**config.mk**
```make
export PLATFORM = sky130hd
export DESIGN_NAME = tx_word_gen
export DESIGN_NICKNAME = d
export VERILOG_FILES = /design/src/rtl/tx_word_gen.sv
export SDC_FILE = /design/constraint.sdc
export NUM_CORES = 1
export LEC_CHECK = 0
export CELL_PAD_IN_SITES_DETAIL_PLACEMENT = 0
export CELL_PAD_IN_SITES_GLOBAL_PLACEMENT = 2
export CORE_MARGIN = 5
export CORE_UTILIZATION = 34
export DETAILED_ROUTE_END_ITERATION = 10
export GPL_ROUTABILITY_DRIVEN = 0
export PLACE_DENSITY_LB_ADDON = 0.15
export SYNTH_ARGS = -nofsm -noshare
export SYNTH_HDL_FRONTEND = slang
export SYNTH_SLANG_ARGS = --single-unit
```
**constraint.sdc**
```tcl
create_clock -name clk -period 5.8 [get_ports clk]
set_input_delay 1.45 -clock clk [delete_from_list [all_inputs] [get_ports clk]]
set_output_delay 1.45 -clock clk [all_outputs]
set_load 0.03 [all_outputs]
```
**src/rtl/tx_word_gen.sv**
```systemverilog
// tx_word_gen: 16-bit PRBS7 / PRBS31 / fixed-pattern / clock-pattern test-word source for the Tx serializer.
// Single-bit error injection on dout[15] is built only when TX_WORD_GEN_ERR_INJ_EN is defined.
module tx_word_gen (
  input  logic        clk,
  input  logic        rst,
  input  logic        cfg_valid,
  output logic        cfg_ready,
  input  logic [1:0]  cfg_mode,
  input  logic [30:0] cfg_seed,
  input  logic [15:0] cfg_pattern,
  input  logic [15:0] cfg_len,
  input  logic        stop,
  input  logic        inj_err,
  output logic [15:0] dout,
  output logic        dout_valid,
  output logic        done,
  output logic [31:0] word_cnt,
  output logic [7:0]  err_cnt
);

  typedef enum logic [1:0] {IDLE = 2'd0, SEED = 2'd1, RUN = 2'd2} state_t;

  localparam logic [1:0] MODE_PRBS7   = 2'd0;
  localparam logic [1:0] MODE_PRBS31  = 2'd1;
  localparam logic [1:0] MODE_PATTERN = 2'd2;

  state_t      state_q, state_d;
  logic [1:0]  mode_q;
  logic [30:0] seed_q;
  logic [15:0] pattern_q;
  logic [15:0] len_q;
  logic [30:0] lfsr_q, lfsr_d;
  logic [15:0] dout_q, dout_d;
  logic        dout_valid_q, dout_valid_d;
  logic        done_q, done_d;
  logic        cfg_ready_q;
  logic [31:0] word_cnt_q, word_cnt_d;
  logic [7:0]  err_cnt_q, err_cnt_d;

  logic        accept;
  logic        burst_last;
  logic        prbs7;
  logic        inj_fire;
  logic        emit;
  logic [30:0] seed_load;
  logic [30:0] gen_s;
  logic [30:0] gen_next;
  logic        gen_bit;
  logic [15:0] gen_word;
  logic [15:0] src_word;

  assign accept     = cfg_valid & (state_q == IDLE);
  assign prbs7      = (mode_q == MODE_PRBS7);
  // word_cnt_q counts the words already presented, so equality marks the final burst word on dout now
  assign burst_last = (state_q == RUN) & (len_q != 16'h0) & (word_cnt_q == {16'h0, len_q});

`ifdef TX_WORD_GEN_ERR_INJ_EN
  logic inj_prev_q;
  always_ff @(posedge clk) begin
    if (rst) inj_prev_q <= 1'b0;
    else     inj_prev_q <= inj_err;
  end
  assign inj_fire = inj_err & ~inj_prev_q & (state_q == RUN);
`else
  logic unused_inj;
  assign unused_inj = inj_err;
  assign inj_fire   = 1'b0;
`endif

  always_comb begin
    seed_load = prbs7 ? {24'h0, seed_q[6:0]} : seed_q;
    if (seed_load == 31'h0) seed_load = prbs7 ? 31'h0000_007F : 31'h7FFF_FFFF;
  end

  // Sixteen Fibonacci steps per word; the first generated bit shifts up to dout[15]
  always_comb begin
    gen_s    = (state_q == SEED) ? seed_load : lfsr_q;
    gen_word = 16'h0;
    gen_bit  = 1'b0;
    for (int i = 0; i < 16; i++) begin
      gen_bit  = prbs7 ? (gen_s[6] ^ gen_s[5]) : (gen_s[30] ^ gen_s[27]);
      gen_word = {gen_word[14:0], gen_bit};
      gen_s    = {gen_s[29:0], gen_bit};
    end
    gen_next = prbs7 ? {24'h0, gen_s[6:0]} : gen_s;
  end

  always_comb begin
    case (mode_q)
      MODE_PRBS7, MODE_PRBS31: src_word = gen_word;
      MODE_PATTERN:            src_word = pattern_q;
      default:                 src_word = 16'hAAAA;
    endcase
  end

  always_ff @(posedge clk) begin
    if (rst) state_q <= IDLE;
    else     state_q <= state_d;
  end

  always_comb begin
    state_d = state_q;
    case (state_q)
      IDLE:    if (accept) state_d = SEED;
      SEED:    state_d = RUN;
      RUN:     if (burst_last || stop) state_d = IDLE;
      default: state_d = IDLE;
    endcase
  end

  always_comb begin
    dout_d       = 16'h0;
    dout_valid_d = 1'b0;
    done_d       = 1'b0;
    word_cnt_d   = word_cnt_q;
    err_cnt_d    = err_cnt_q;
    lfsr_d       = lfsr_q;
    emit         = 1'b0;
    case (state_q)
      IDLE: begin
        if (accept) begin
          word_cnt_d = 32'h0;
          err_cnt_d  = 8'h0;
        end
      end
      SEED: begin
        emit   = 1'b1;
        lfsr_d = mode_q[1] ? seed_load : gen_next;
      end
      RUN: begin
        if (burst_last) begin
          done_d = 1'b1;
        end else if (!stop) begin
          emit = 1'b1;
          if (!mode_q[1]) lfsr_d = gen_next;
        end
      end
      default: ;
    endcase
    if (emit) begin
      dout_d       = src_word ^ {inj_fire, 15'h0};
      dout_valid_d = 1'b1;
      if (word_cnt_q != 32'hFFFF_FFFF) word_cnt_d = word_cnt_q + 32'd1;
      if (inj_fire && (err_cnt_q != 8'hFF)) err_cnt_d = err_cnt_q + 8'd1;
    end
  end

  always_ff @(posedge clk) begin
    if (rst) begin
      mode_q    <= 2'd0;
      seed_q    <= 31'h0;
      pattern_q <= 16'h0;
      len_q     <= 16'h0;
    end else if (accept) begin
      mode_q    <= cfg_mode;
      seed_q    <= cfg_seed;
      pattern_q <= cfg_pattern;
      len_q     <= cfg_len;
    end
  end

  always_ff @(posedge clk) begin
    if (rst) begin
      lfsr_q       <= 31'h7FFF_FFFF;
      dout_q       <= 16'h0;
      dout_valid_q <= 1'b0;
      done_q       <= 1'b0;
      cfg_ready_q  <= 1'b1;
      word_cnt_q   <= 32'h0;
      err_cnt_q    <= 8'h0;
    end else begin
      lfsr_q       <= lfsr_d;
      dout_q       <= dout_d;
      dout_valid_q <= dout_valid_d;
      done_q       <= done_d;
      cfg_ready_q  <= (state_d == IDLE);
      word_cnt_q   <= word_cnt_d;
      err_cnt_q    <= err_cnt_d;
    end
  end

  assign cfg_ready  = cfg_ready_q;
  assign dout       = dout_q;
  assign dout_valid = dout_valid_q;
  assign done       = done_q;
  assign word_cnt   = word_cnt_q;
  assign err_cnt    = err_cnt_q;

endmodule

```
# Yosys cells after proc, flatten, opt, wreduce, memory -nomap -nowiden
# Index checks and enable logic that the tools add are counted.
[word_totals]
register_bits = 149
inputBits = 70
out_inout_bits = 59
wordCells = 108
[op_classes]
addsub = 1
n_eq_ne = 9
mux = 39
bitwise = 37
n_reduce_logical = 11
[op_table]
columns = ["operator", "count"]
rows = [
  ["31-bit 2-to-1 mux", 9],
  ["32-bit 2-to-1 mux", 4],
  ["31-bit one-hot mux with 2 select lines", 1],
  ["32-bit by 1-bit adder with 32-bit output, second input constant", 1],
  ["32-bit by 16-bit equality test with 1-bit output", 1],
  ["32-bit inequality test, second input constant", 1],
  ["16-bit one-hot mux with 2 select lines", 1],
  ["1-bit bitwise XOR", 32],
  ["31-bit zero test", 1],
  ["1-bit 2-to-1 mux", 20],
  ["16-bit nonzero test", 1],
  ["2-bit zero test", 3],
  ["2-bit inequality test, second input constant", 3],
  ["2-bit one-hot mux with 3 select lines", 1],
  ["2-bit OR reduction", 3],
  ["2-bit by 1-bit equality test with 1-bit output, second input constant", 2],
  ["2-bit equality test, second input constant", 2],
  ["2-bit 2-to-1 mux", 2],
  ["4-bit AND reduction", 1],
  ["1-bit bitwise AND", 3],
  ["1-bit inverter", 2],
  ["1-bit one-hot mux with 2 select lines", 1],
  ["2-bit nonzero test", 1],
  ["1-bit logical OR", 1],
]

# Logic depth before layout (Yosys ltp)
[depth]
depth_word = 16
depth_mapped = 10
ltp_nobuf = 8

# Worst setup path before layout
# No wires, ideal clock.
[synth_timing]
path_type = "input to register"
startpoint = "in stop"
endpoint = "reg dout_q[0] (netlist: dout[0])"
setup_ns = 0.128
arrival_ns = 2.590
t_required_ns = 5.672
slack_ns = 3.082
path_stages = 7
path_buffers = 2
cell_sequence = "nor2_1 -> o21ai_0 -> nor2_1 -> buf_2 -> o21ai_1 -> clkbuf_1 -> nor2_1"
[synth_between]
elab_chain_cells = 5
[synth_lines]
columns = ["element", "line", "source"]
rows = [
  ["start: declaration", "12", "input logic stop,"],
  ["1-bit 2-to-1 mux", "133", "end else if (!stop) begin"],
  ["1-bit 2-to-1 mux", "131", "if (burst_last) begin"],
  ["1-bit one-hot mux with 2 select lines", "119", "case (state_q)"],
  ["1-bit inverter (no line)", "-", ""],
  ["2-bit OR reduction (no line)", "-", ""],
  ["end signal: assignment", "173", "dout_q <= dout_d;"],
  ["end: declaration", "33", "logic [15:0] dout_q, dout_d;"],
]
# No other way between the ends.
# A chain may end at the register's enable or synchronous reset.

# Final worst setup path
[layout_timing]
startpoint = "in stop"
endpoint = "reg word_cnt_q[7] (netlist: word_cnt[7])"
[layout_between]
elab_chain_cells = 4
[layout_lines]
columns = ["element", "line", "source"]
rows = [
  ["1-bit 2-to-1 mux", "133", ""],
  ["1-bit 2-to-1 mux", "131", ""],
  ["1-bit one-hot mux with 2 select lines", "119", ""],
  ["32-bit 2-to-1 mux", "140", "if (emit) begin"],
  ["end signal: assignment", "177", "word_cnt_q <= word_cnt_d;"],
  ["end: declaration", "37", "logic [31:0] word_cnt_q, word_cnt_d;"],
]
# No other way between the ends.

==> impl_metrics.csv <==
group,metric,value,unit
run_status,status,"complete, no violations",
power,power.total,0.00306,W
yosys,synth_seq_area_share,35.6,%
worst_hold_path,hold_path_class,"flip-flop to flip-flop",
yosys,synth_seq_cells,149,
sta,period_needed,3730,ps
setup_path,cp_num_cells,7,
sta,tns,0,ps
layout,final_nets,1216,
setup_path,crit_chain,"clkdlybuf4s50_1, nor2_1, o21ai_0, nor2_1, buf_4, nand2_1, o221ai_1",
yosys,ys_async_sr_fraction,0,%
clock_tree,cts-root-buf,"clkbuf_16",
setup_path,setup.worst_path.start,"stop",
clock_tree,clockBufferDepth,2,
drt,vias,7998,
setup_path,cp_common_cell,"nor2_1",
setup_path,worstPathArrival,4040,ps
yosys,synth-edff-count,0,
floorplanning,rows,57,
floorplanning,die_area,27800,µm²
setup_path,crit_family,"simple AND/OR/NAND/NOR gates",
placement,portBuffers,119,
yosys,synth_area,8370,µm²
sta,finalMaxSlewViolations,0,
floorplanning,dieHeight,167,µm
flow_run,cap_violations,0,
setup_path,crit_fanout,29,
clock_tree,cts_hold_buf,0,
setup_path,max_stage_delay,720,ps
yosys,synth_cell_type_count,74,
layout,areaGrowthSynthToFinish,22.0,%
setup_path,critPathKind,"input pin to flip-flop",
drt,dr.pass1.iters,5,
clock_tree,cts_resized,0,
sta,finalWorstSetupSlack,2070,ps
sta,finClkSkew,16.0,ps
drt,routedWlPerCell,19.8,µm
yosys,yosysWarningCount,0,
clock_tree,clk_pin_slew,60,ps
yosys,yosys_most_used_dff,"dfxtp_1",
drt,wirelength,29200,µm
sta,finalHoldViolations,0,
setup_path,worst_r2r_path_depth,9,
sta,slew_headroom,26.7,%
global_route,antenna_found_initial,0,
placement,dp_hpwl,20400,µm
layout,antenna_cells,0,
setup_path,cp_num_buf_inv,2,
setup_path,r2r-start,"state_q[0]$_SDFF_PP0_",
worst_hold_path,hold_path_depth,2,
layout,drive_gt1_share,7.71,%
power,vdd_ir_drop_max,130,µV
sta,tightestPinTransition,1100,ps
clock_tree,cts_tree,"built",
global_route,grt_pass1_wl,45300,µm
power,power.density,299,nW/µm²
global_route,grt_max_degree,48,
clock_tree,cts_buffers,17,
power,power_leakage,3.63,nW
setup_path,slowest_stage,"nand2_1",
worst_hold_path,hp-start,"pattern_q[13]$_SDFFE_PP0P_",
sta,rsz0062_at_grt,"false",
setup_path,cp-end-kind,"flip-flop",
floorplanning,ios,129,
floorplanning,die_x,167,µm
global_route,track_usage,20.4,%
sta,setup_viol,0,
drt,drc_errors,0,
placement,pre_cts_ws,1670,ps
clock_tree,clkSinkCount,149,
floorplanning,initial_core_util,34.5,%
layout,fill_cells,2596,
setup_path,crit_required,6110,ps
sta,max_freq,0.268,GHz
drt,ant_nets,0,
sta,period_share,64.2,%
floorplanning,fp.coreArea,24200,µm²
yosys,synth_area_per_cell,7.79,µm²
setup_path,startpoint_type,"input pin",
clock_tree,cts_setup_buffers,0,
global_route,gr-total-overflow,0,
clock_tree,cts-htree-levels,4,
drt,drt-initial-drc-count,569,
drt,viasPerCell,5.41,
clock_tree,clk_latency,420,ps
global_route,grt_pass1_vias,7462,
yosys,synth_cells,1074,
## path summary, 6_finish.rpt
| path | end | slack [ps] |
|---|---|---|
| max | word_cnt[7]$_SDFF_PP0_ | 2070 |
| min | pattern_q[13]$_SDFFE_PP0P_ | 460 |
| max reg2reg | word_cnt[7]$_SDFF_PP0_ | 2280 |
| min reg2reg | pattern_q[13]$_SDFFE_PP0P_ | 460 |
## synthesized netlist by cell type (6+ instances only)
library cell | instances | share of area, %
a211o_1 | 6 | 0.63
a211oi_1 | 6 | 0.54
a21oi_1 | 90 | 5.4
a221o_1 | 8 | 0.96
a31oi_1 | 17 | 1.3
and2_1 | 6 | 0.45
buf_1 | 12 | 0.54
buf_2 | 11 | 0.66
buf_4 | 9 | 0.81
clkbuf_1 | 57 | 2.6
dfxtp_1 | 149 | 36
inv_1 | 36 | 1.6
mux2i_1 | 14 | 1.7
nand2_1 | 194 | 8.7
nand2b_1 | 9 | 0.67
nand3_1 | 34 | 2.0
nand4_1 | 22 | 1.6
nor2_1 | 66 | 3.0
nor3_1 | 30 | 1.8
nor4_1 | 18 | 1.3
o2111ai_1 | 9 | 0.94
o211ai_1 | 17 | 1.5
o21a_1 | 6 | 0.54
o21ai_0 | 48 | 2.9
o221ai_1 | 9 | 0.94
o221ai_2 | 12 | 2.2
o22ai_1 | 10 | 0.75
o311ai_0 | 6 | 0.63
xnor2_1 | 28 | 2.9
xor2_1 | 42 | 4.4
## kinds of logic after synthesis
family	count (synthesis)	synth area share [%]
and+or+nand+nor	412	23.2
AOI/OAI and AO/OA	286	23.9
DFF	149	35.6
buffers and inverters	133	6.89
xor gates and xnor gates	71	7.52
muxes	16	1.94
adders and majority gates	6	0.867
other	1	0.0448
## layout by cell type, fill, tap and decap left out, types with 6 or more instances in the layout
cell type,synthesis,final
a21oi_1,90,90
o21a_1,6,6
a31oi_1,17,17
clkbuf_16,0,17
mux2i_1,14,14
xor2_1,42,42
nand4_1,22,22
o221ai_2,12,12
buf_4,9,15
dfxtp_1,149,149
nor4_1,18,18
nor2_1,66,65
o21ai_0,48,48
nand2b_1,9,9
inv_1,36,36
nand3_1,34,34
o2111ai_1,9,9
nand2_1,194,193
o22ai_1,10,10
conb_1,1,8
clkdlybuf4s50_1,0,118
o221ai_1,9,9
o211ai_1,17,17
a221o_1,8,8
a211oi_1,6,6
xnor2_1,28,28
a211o_1,6,6
nor3_1,30,30
o311ai_0,6,6
## power by group
part           total (W)  internal, W  switching (W)  leakage (nW)
Combinational   0.000820     0.000329       0.000492          2.16
Clock            0.00102     0.000557       0.000464         0.252
Sequential       0.00122      0.00110       0.000113          1.22
## stage by stage
stage	hold WS [ps]	cells	util, %	area [µm²]
final	461	1478	42.1	10200
after global routing	473	1478	42.1	10200
after CTS	460	1478	42.1	10200
after detailed placement	451	1446	39.9	9680
after global placement	444	1446	39.9	9680
after floorplan	434	1081	-	8390
## worst reg2reg max path: stages (launching register included)
cell	delay, ps
dfxtp_1	360
inv_1	100
ha_1	320
clkinv_1	400
nor2_1	400
o21ai_0	210
nor2_1	130
buf_4	360
nand2_1	730
o221ai_1	430
## flip-flops by register name, summed over array words and instances (netlist names)
name	count
cfg_ready	1
done	1
dout	16
dout_valid	1
len_q	16
lfsr_q	31
mode_q	2
pattern_q	16
seed_q	31
state_q	2
word_cnt	32
## routing by layer
| metal | share of wire, % | GRT usage (%) |
|---|---|---|
| met2 | 42 | 30.3 |
| met3 | 5.6 | 3.37 |
| met5 | 0 | 0 |
| met1 | 51 | 30.9 |
| met4 | 1.2 | 4.77 |
## final cells by class
class | count | area, µm² | share of cell area (%)
well taps | 324 | 405 | 3.97
flip-flops and latches | 149 | 2980 | 29.2
clock inverters | 12 | 81.3 | 0.797
clock buffers | 20 | 447 | 4.38
inverters | 40 | 150 | 1.47
multi-input cells | 799 | 4840 | 47.4
repair buffers | 134 | 1300 | 12.7
Power figures use the tool's default switching activity.
